--- src/rtl/scoreboard_pkg.sv ---
// -----------------------------------------------------------------------------
// scoreboard_pkg
//  Constants and types shared by the scoreboard slot-table files.
//  SCOREBOARD_SIZE : default number of scoreboard slots
//  SB_IDXW         : slot index width derived from SCOREBOARD_SIZE
//  SB_DATA_WIDTH   : default payload width per slot
//  sb_idx_t        : slot index type
// -----------------------------------------------------------------------------
package scoreboard_pkg;

   localparam int SCOREBOARD_SIZE = 8;
   localparam int SB_IDXW         = $clog2(SCOREBOARD_SIZE);
   localparam int SB_DATA_WIDTH   = 32;

   typedef logic [SB_IDXW-1:0] sb_idx_t;

endpackage : scoreboard_pkg

--- src/rtl/scoreboard_onehot_decoder.sv ---
// -----------------------------------------------------------------------------
// scoreboard_onehot_decoder
//  Converts a binary slot index into a one-hot slot select. Purely
//  combinational.
//  Ports:
//   idx       in   IDXW   binary slot index
//   onehot    out  WIDTH  one-hot select, all zero when idx >= WIDTH
//   in_range  out  1      idx addresses an existing slot
// -----------------------------------------------------------------------------
module scoreboard_onehot_decoder
   import scoreboard_pkg::*;
#(
   parameter int WIDTH = SCOREBOARD_SIZE,
   parameter int IDXW  = $clog2(WIDTH)
)(
   input  logic [IDXW-1:0]  idx,
   output logic [WIDTH-1:0] onehot,
   output logic             in_range
);

   generate
      for (genvar gi = 0; gi < WIDTH; gi++) begin : g_dec
         assign onehot[gi] = (idx == IDXW'(gi));
      end
   endgenerate

   // An index past the last slot decodes to no bit at all.
   assign in_range = |onehot;

endmodule : scoreboard_onehot_decoder

--- src/rtl/scoreboard_slot_table.sv ---
// -----------------------------------------------------------------------------
// scoreboard_slot_table
//  Slot-tracking table between the buffet fill logic and the scoreboard drain
//  logic. Producers allocate the highest-index free slot and store a payload;
//  a consumer reads a slot by index and may retire it back to the free pool.
//
//  Optional feature (compile-time macro SCOREBOARD_OCC_COUNT_EN):
//   adds the registered occ_count port tracking the number of occupied slots.
//
//  Ports:
//   clk            in   1           clock, rising edge
//   nreset         in   1           asynchronous active-low reset
//   alloc_valid    in   1           producer requests a slot
//   alloc_data     in   DATA_WIDTH  payload for the granted slot
//   alloc_ready    out  1           a free slot exists
//   alloc_idx      out  IDXW        slot granted on alloc_valid && alloc_ready
//   rd_valid       in   1           read request, always accepted
//   rd_idx         in   IDXW        slot to read
//   rd_retire      in   1           free the slot after reading
//   rd_resp_valid  out  1           response valid, one cycle after rd_valid
//   rd_resp_hit    out  1           slot was occupied when sampled
//   rd_resp_data   out  DATA_WIDTH  slot payload, zero on a miss
//   full           out  1           all slots occupied
//   empty          out  1           no slot occupied
//   err_dbl_free   out  1           one-cycle pulse on retire of a free slot
//   occ_count      out  IDXW+1      occupied-slot count (optional)
// -----------------------------------------------------------------------------
module scoreboard_slot_table
   import scoreboard_pkg::*;
#(
   parameter  int WIDTH      = SCOREBOARD_SIZE,
   parameter  int DATA_WIDTH = SB_DATA_WIDTH,
   localparam int IDXW       = $clog2(WIDTH)
)(
   input  logic                  clk,
   input  logic                  nreset,
   input  logic                  alloc_valid,
   input  logic [DATA_WIDTH-1:0] alloc_data,
   output logic                  alloc_ready,
   output logic [IDXW-1:0]       alloc_idx,
   input  logic                  rd_valid,
   input  logic [IDXW-1:0]       rd_idx,
   input  logic                  rd_retire,
   output logic                  rd_resp_valid,
   output logic                  rd_resp_hit,
   output logic [DATA_WIDTH-1:0] rd_resp_data,
   output logic                  full,
   output logic                  empty,
   output logic                  err_dbl_free
`ifdef SCOREBOARD_OCC_COUNT_EN
   ,
   output logic [IDXW:0]         occ_count
`endif
);

   logic [WIDTH-1:0]      occ_reg;
   logic [WIDTH-1:0]      occ_next;
   logic [WIDTH-1:0]      alloc_mask;
   logic [WIDTH-1:0]      rd_sel;
   logic                  rd_in_range;
   logic                  rd_hit;
   logic                  alloc_fire;
   logic                  retire_hit;
   logic                  retire_miss;
   logic [IDXW-1:0]       free_idx;

   logic                  resp_valid_reg;
   logic                  resp_hit_reg;
   logic                  err_dbl_free_reg;
   logic [DATA_WIDTH-1:0] rd_data_reg;

   // Payload storage; no reset so it maps onto block RAM.
   logic [DATA_WIDTH-1:0] mem [WIDTH];

   // ---------------------------------------------------------------------
   // Free-slot priority encoder: ascending scan, so the last match (the
   // highest free index) wins. Falls back to 0 when the table is full.
   // ---------------------------------------------------------------------
   always_comb begin
      free_idx = '0;
      for (int i = 0; i < WIDTH; i++) begin
         if (!occ_reg[i]) begin
            free_idx = IDXW'(i);
         end
      end
   end

   assign full        = &occ_reg;
   assign empty       = ~|occ_reg;
   assign alloc_ready = ~full;
   assign alloc_idx   = free_idx;
   assign alloc_fire  = alloc_valid & alloc_ready;

   generate
      for (genvar gi = 0; gi < WIDTH; gi++) begin : g_alloc_mask
         assign alloc_mask[gi] = alloc_fire && (free_idx == IDXW'(gi));
      end
   endgenerate

   // ---------------------------------------------------------------------
   // Read/retire slot select
   // ---------------------------------------------------------------------
   scoreboard_onehot_decoder #(
      .WIDTH (WIDTH),
      .IDXW  (IDXW)
   ) u_rd_dec (
      .idx      (rd_idx),
      .onehot   (rd_sel),
      .in_range (rd_in_range)
   );

   // Hit is judged on pre-edge occupancy, so a slot allocated this cycle
   // still reads as a miss.
   assign rd_hit      = rd_in_range & (|(occ_reg & rd_sel));
   assign retire_hit  = rd_valid & rd_retire & rd_hit;
   assign retire_miss = rd_valid & rd_retire & ~rd_hit;

   // The alloc target is always a free slot and the retire target is always
   // an occupied one, so the set and clear masks never overlap.
   assign occ_next = (occ_reg & ~({WIDTH{retire_hit}} & rd_sel)) | alloc_mask;

   always_ff @(posedge clk or negedge nreset) begin
      if (!nreset) begin
         occ_reg          <= '0;
         resp_valid_reg   <= 1'b0;
         resp_hit_reg     <= 1'b0;
         err_dbl_free_reg <= 1'b0;
      end else begin
         occ_reg          <= occ_next;
         resp_valid_reg   <= rd_valid;
         resp_hit_reg     <= rd_valid & rd_hit;
         err_dbl_free_reg <= retire_miss;
      end
   end

   // Write port and registered read port of the payload RAM. A read of an
   // out-of-range or free slot returns whatever is stored, but the output
   // mux below masks it to zero.
   always_ff @(posedge clk) begin
      if (alloc_fire) begin
         mem[free_idx] <= alloc_data;
      end
      if (rd_valid) begin
         rd_data_reg <= mem[rd_idx];
      end
   end

   assign rd_resp_valid = resp_valid_reg;
   assign rd_resp_hit   = resp_hit_reg;
   assign rd_resp_data  = resp_hit_reg ? rd_data_reg : '0;
   assign err_dbl_free  = err_dbl_free_reg;

`ifdef SCOREBOARD_OCC_COUNT_EN
   // ---------------------------------------------------------------------
   // Occupancy counter, tracks popcount(occ_reg) incrementally.
   // ---------------------------------------------------------------------
   logic [IDXW:0] occ_count_reg;
   logic [IDXW:0] occ_count_next;

   always_comb begin
      occ_count_next = occ_count_reg;
      case ({alloc_fire, retire_hit})
         2'b10:   occ_count_next = occ_count_reg + 1'b1;
         2'b01:   occ_count_next = occ_count_reg - 1'b1;
         default: occ_count_next = occ_count_reg;
      endcase
   end

   always_ff @(posedge clk or negedge nreset) begin
      if (!nreset) begin
         occ_count_reg <= '0;
      end else begin
         occ_count_reg <= occ_count_next;
      end
   end

   assign occ_count = occ_count_reg;
`endif

endmodule : scoreboard_slot_table
--- config.mk ---
export PLATFORM = sky130hd
export DESIGN_NAME = scoreboard_slot_table
export DESIGN_NICKNAME = d
export VERILOG_FILES = /design/src/rtl/scoreboard_pkg.sv /design/src/rtl/scoreboard_onehot_decoder.sv /design/src/rtl/scoreboard_slot_table.sv
export SDC_FILE = /design/constraint.sdc
export NUM_CORES = 1
export LEC_CHECK = 0
export BUFFER_PORTS_ARGS = -buffer_cell sky130_fd_sc_hd__buf_2
export CAP_MARGIN = 25
export CORE_UTILIZATION = 62
export CTS_BUF_LIST = sky130_fd_sc_hd__clkbuf_8
export CTS_CLUSTER_SIZE = 20
export DETAILED_ROUTE_END_ITERATION = 12
export GPL_ROUTABILITY_DRIVEN = 0
export PLACE_DENSITY = 0.92
export SETUP_SLACK_MARGIN = 0.2
export SLEW_MARGIN = 20
export SYNTH_ARGS = -nofsm -noshare
export SYNTH_HDL_FRONTEND = slang
export SYNTH_SLANG_ARGS = --single-unit
--- constraint.sdc ---
create_clock -name clk -period 3.4 [get_ports clk]
set_input_delay 0.17 -clock clk [delete_from_list [all_inputs] [get_ports clk]]
set_output_delay 0.17 -clock clk [all_outputs]
set_load 0.02 [all_outputs]
==> metrics.md <==
| Metric | Value |
|---|---|
| Status | `finished, violations left` |
| Failing checks | `DRC` |
| Final wirelength | `22400 um` |
| Share of post-route cells with drive strength above 1 | `34.4%` |
| Switching Share | `27.0%` |
| GR Util All Layers | `24.3%` |
| Synth Flop Type | `edfxtp_1` |
| CP Buf/Inv Count | `2` |
| Maximum capacitance violations | `0` |
| Worst Setup Start Kind | `register` |
| Pin count of the biggest net entering global routing | `46` |
| Iter 0 DRT Violations | `478` |
| Vias in the first global route | `5923` |
| CP Class | `register to register` |
| Final setup skew | `20.7 ps` |
| Multi-input gate area | `0.00249 sq mm` |
| Clk pwr share | `28.5%` |
| RSZ-0062 raised after global routing | `no` |
| Inserted Clock Buffers | `45` |
| Die Ht | `138 um` |
| Cell family with most CP delay | `simple AND/OR/NAND/NOR gates` |
| Resize count post-CTS | `0` |
| Max FFs per register | `256` |
| Clock Latency Late Sink | `540 ps` |
| Yosys reg bits | `299` |
| Internal power | `6560 uW` |
| Post-detailed-placement half-perimeter wirelength | `13200 um` |
| Synth-to-layout area growth | `16.1%` |
| Htree depth | `2` |
| Slew HR | `33.3%` |
| Cells after Synth | `516` |
| Filler cell count | `931` |
| Clk sinks | `299` |
| Synth Warn # | `0` |
| CTS tree | `yes` |
| EDFF count, synth | `288` |
| Post-synth top area cell | `edfxtp_1` |
| Power per cell area | `670 mW/mm^2` |
| Leakage power figure | `0.00471 uW` |
| Syn Area/Cell | `22.4 sq um` |
| First-pass GRT wire length | `34100 um` |
| Initial core utilization | `63.8%` |
| Hold Fails Final Rpt | `0` |
| Vias | `5656` |
| Slowest library cell on the worst path | `dfrtp_1` |
| Crit-path max cell delay | `600 ps` |
| Hold slack final | `38.9 ps` |
| Critical Path AT | `2720 ps` |
| Post-Synthesis Net Count | `556` |
| Yosys cell types | `35` |
| Post-route insts no fill | `924` |
| Critical-path cell list | `nand4_1 > nor3b_1 > inv_1 > nor2_4 > buf_4` |
| Worst-path maximum fanout | `18` |
| Post-route clock period utilization | `74.0%` |
| Final Util | `74.1%` |
| Site row count | `49` |
| Root Buffer | `clkbuf_8` |
| Clock buffer depth | `3` |
| Hold Crit Class | `primary input to async pin` |
| Clock-pin slew on the worst setup and hold paths | `60 ps` |
| Post-synth top area share | `74.9%` |
| WP data required | `3600 ps` |
| Main area contributors after synthesis | `edfxtp_1 (75%), mux4_2 (11%), dfrtp_1 (2.4%), mux2_4 (2.3%), mux4_1 (1.8%)` |
| Reg power frac | `55.3%` |
| Peak supply drop | `0.350 mV` |
| Full die area | `0.0192 sq mm` |
| First drt pass iteration count | `9` |
| Dpl cells | `808` |
| DR WL/cell | `24.2 um` |
| Fmax | `397 MHz` |
| Io pins | `81` |
| Post-Syn Area | `0.0115 sq mm` |
| Sw power | `2420 uW` |
| Max-slew violations | `0` |
| Core area | `0.0181 sq mm` |
| Die W | `138 um` |
| Final ANT Viol Nets | `0` |
| IO Port Bufs | `80` |
| Worst-Margin Slew | `1000 ps` |
| Initial antenna violation count | `0` |
| Async set-reset flop share out of synthesis | `3.68%` |
| CP endpoint kind | `register` |
| Final Critical Period | `2520 ps` |
| Setup TNS | `0 ps` |
| Final net count | `703` |
| Gr ovfl total | `0` |
| Sequential cell area fraction in the yosys report | `77.3%` |
| Drt drc | `15` |
| Comb power frac | `16.2%` |
| Register area | `0.00892 sq mm` |
| Final number of setup-violating endpoints | `0` |
| Ant. Diodes | `0` |
| Via density | `6.12` |
## per-layer routing
metal | GRT usage (%) | wire length (um)
met1 | 31.3 | 8860
met2 | 42.1 | 11700
met3 | 3.57 | 1160
met4 | 9.76 | 663
met5 | 0 | 0
## cells in the mapped netlist, types with 2 or more instances
cell type    n
and2_1      32
mux4_1       8
nand2b_1     3
and3_1       3
nand2_1      6
o21ai_0      6
buf_12       2
mux2_4      18
inv_1        4
buf_2       15
o21a_1       2
nand3_1      5
dfrtp_1     11
mux4_2      56
o21ai_1      5
mux2_2      14
mux2i_1      4
nand4_1      2
or4_1        2
clkbuf_1     6
a31o_1       2
edfxtp_1   288
nor2b_1      3
nor2_1       8
## layout by cell type (no fill, tap or decap), types with 2 or more instances in the layout
| cell | count |
|---|---|
| nand4_1 | 2 |
| clkbuf_8 | 47 |
| buf_2 | 79 |
| clkinv_2 | 4 |
| o21a_1 | 2 |
| or4_1 | 2 |
| dfrtp_1 | 11 |
| nor2_4 | 5 |
| mux2_2 | 14 |
| mux2i_1 | 4 |
| nand2_1 | 6 |
| mux2_4 | 18 |
| nor2_1 | 3 |
| and2_1 | 32 |
| nor2b_1 | 2 |
| o21ai_1 | 5 |
| buf_12 | 4 |
| nand3_1 | 5 |
| dlygate4sd3_1 | 35 |
| and3_2 | 2 |
| o21ai_0 | 6 |
| nand2b_1 | 3 |
| a31o_1 | 2 |
| mux4_2 | 56 |
| buf_4 | 6 |
| edfxtp_1 | 288 |
| clkinv_1 | 10 |
| mux4_1 | 8 |
| inv_1 | 21 |
## final timing paths
| check | from | end | slack, ps | cells after the start |
|---|---|---|---|---|
| max | occ_reg[6] | mem[0][16] | 880 | 5 |
| min | nreset | rd_resp_hit | 40 | 2 |
| max reg2reg | occ_reg[6] | mem[0][16] | 880 | 5 |
| min reg2reg | occ_reg[0] | occ_reg[0] | 620 | 2 |
| max in group asynchronous | nreset | occ_reg[1] | 3140 | 2 |
| min in group clk | rd_valid | rd_resp_valid | 260 | 1 |
## cell type report
| type | instances | share of cell area (%) |
|---|---|---|
| sequential | 299 | 66.6 |
| multi-input combinational | 187 | 18.6 |
| timing repair buffer | 126 | 6.81 |
| clock buffer | 47 | 4.83 |
| tap | 229 | 2.14 |
| clock inverter | 32 | 0.971 |
| inverter | 4 | 0.112 |
## power groups by stage
stage	clock [uW]	combinational, uW	sequential (uW)
after floorplan	0	923	4910
after global placement	0	1290	4970
after detailed placement	0	1380	5050
after CTS	2600	1410	4980
after global routing	2770	1550	5000
final	2560	1450	4970
## through the flow
step | setup WS, ps | total power [uW] | cell area [sq um]
after floorplan | 404 | 5830 | 11500
after global placement | 1100 | 6250 | 12200
after detailed placement | 916 | 6420 | 12200
after CTS | 896 | 8990 | 13400
after global routing | 753 | 9320 | 13400
final | 883 | 8980 | 13400
## cells by family (layout without fill, tap and decap cells)
logic type / Yosys count / after routing / share of synthesized area, %
buffers and inverters: 30 / 209 / 1.58
AND/OR/NAND/NOR: 69 / 69 / 3.41
multiplexers: 100 / 100 / 16.8
AO/OA/AOI/OAI: 18 / 18 / 0.932
flip-flops: 299 / 299 / 77.3
## what timing repair did
| action | 4_1_cts | 5_1_grt |
|---|---|---|
| hold buffers | 35 | 0 |
| hold endpoints to repair | 270 | 0 |
| setup endpoints to repair | 0 | 0 |
| setup buffers | 0 | 0 |
## worst reg2reg max path: stages, from the launching register on
cell	delay [ps]
dfrtp_1	600
nand4_1	230
nor3b_1	390
inv_1	150
nor2_4	410
buf_4	400
Power figures use the tool's default switching activity.
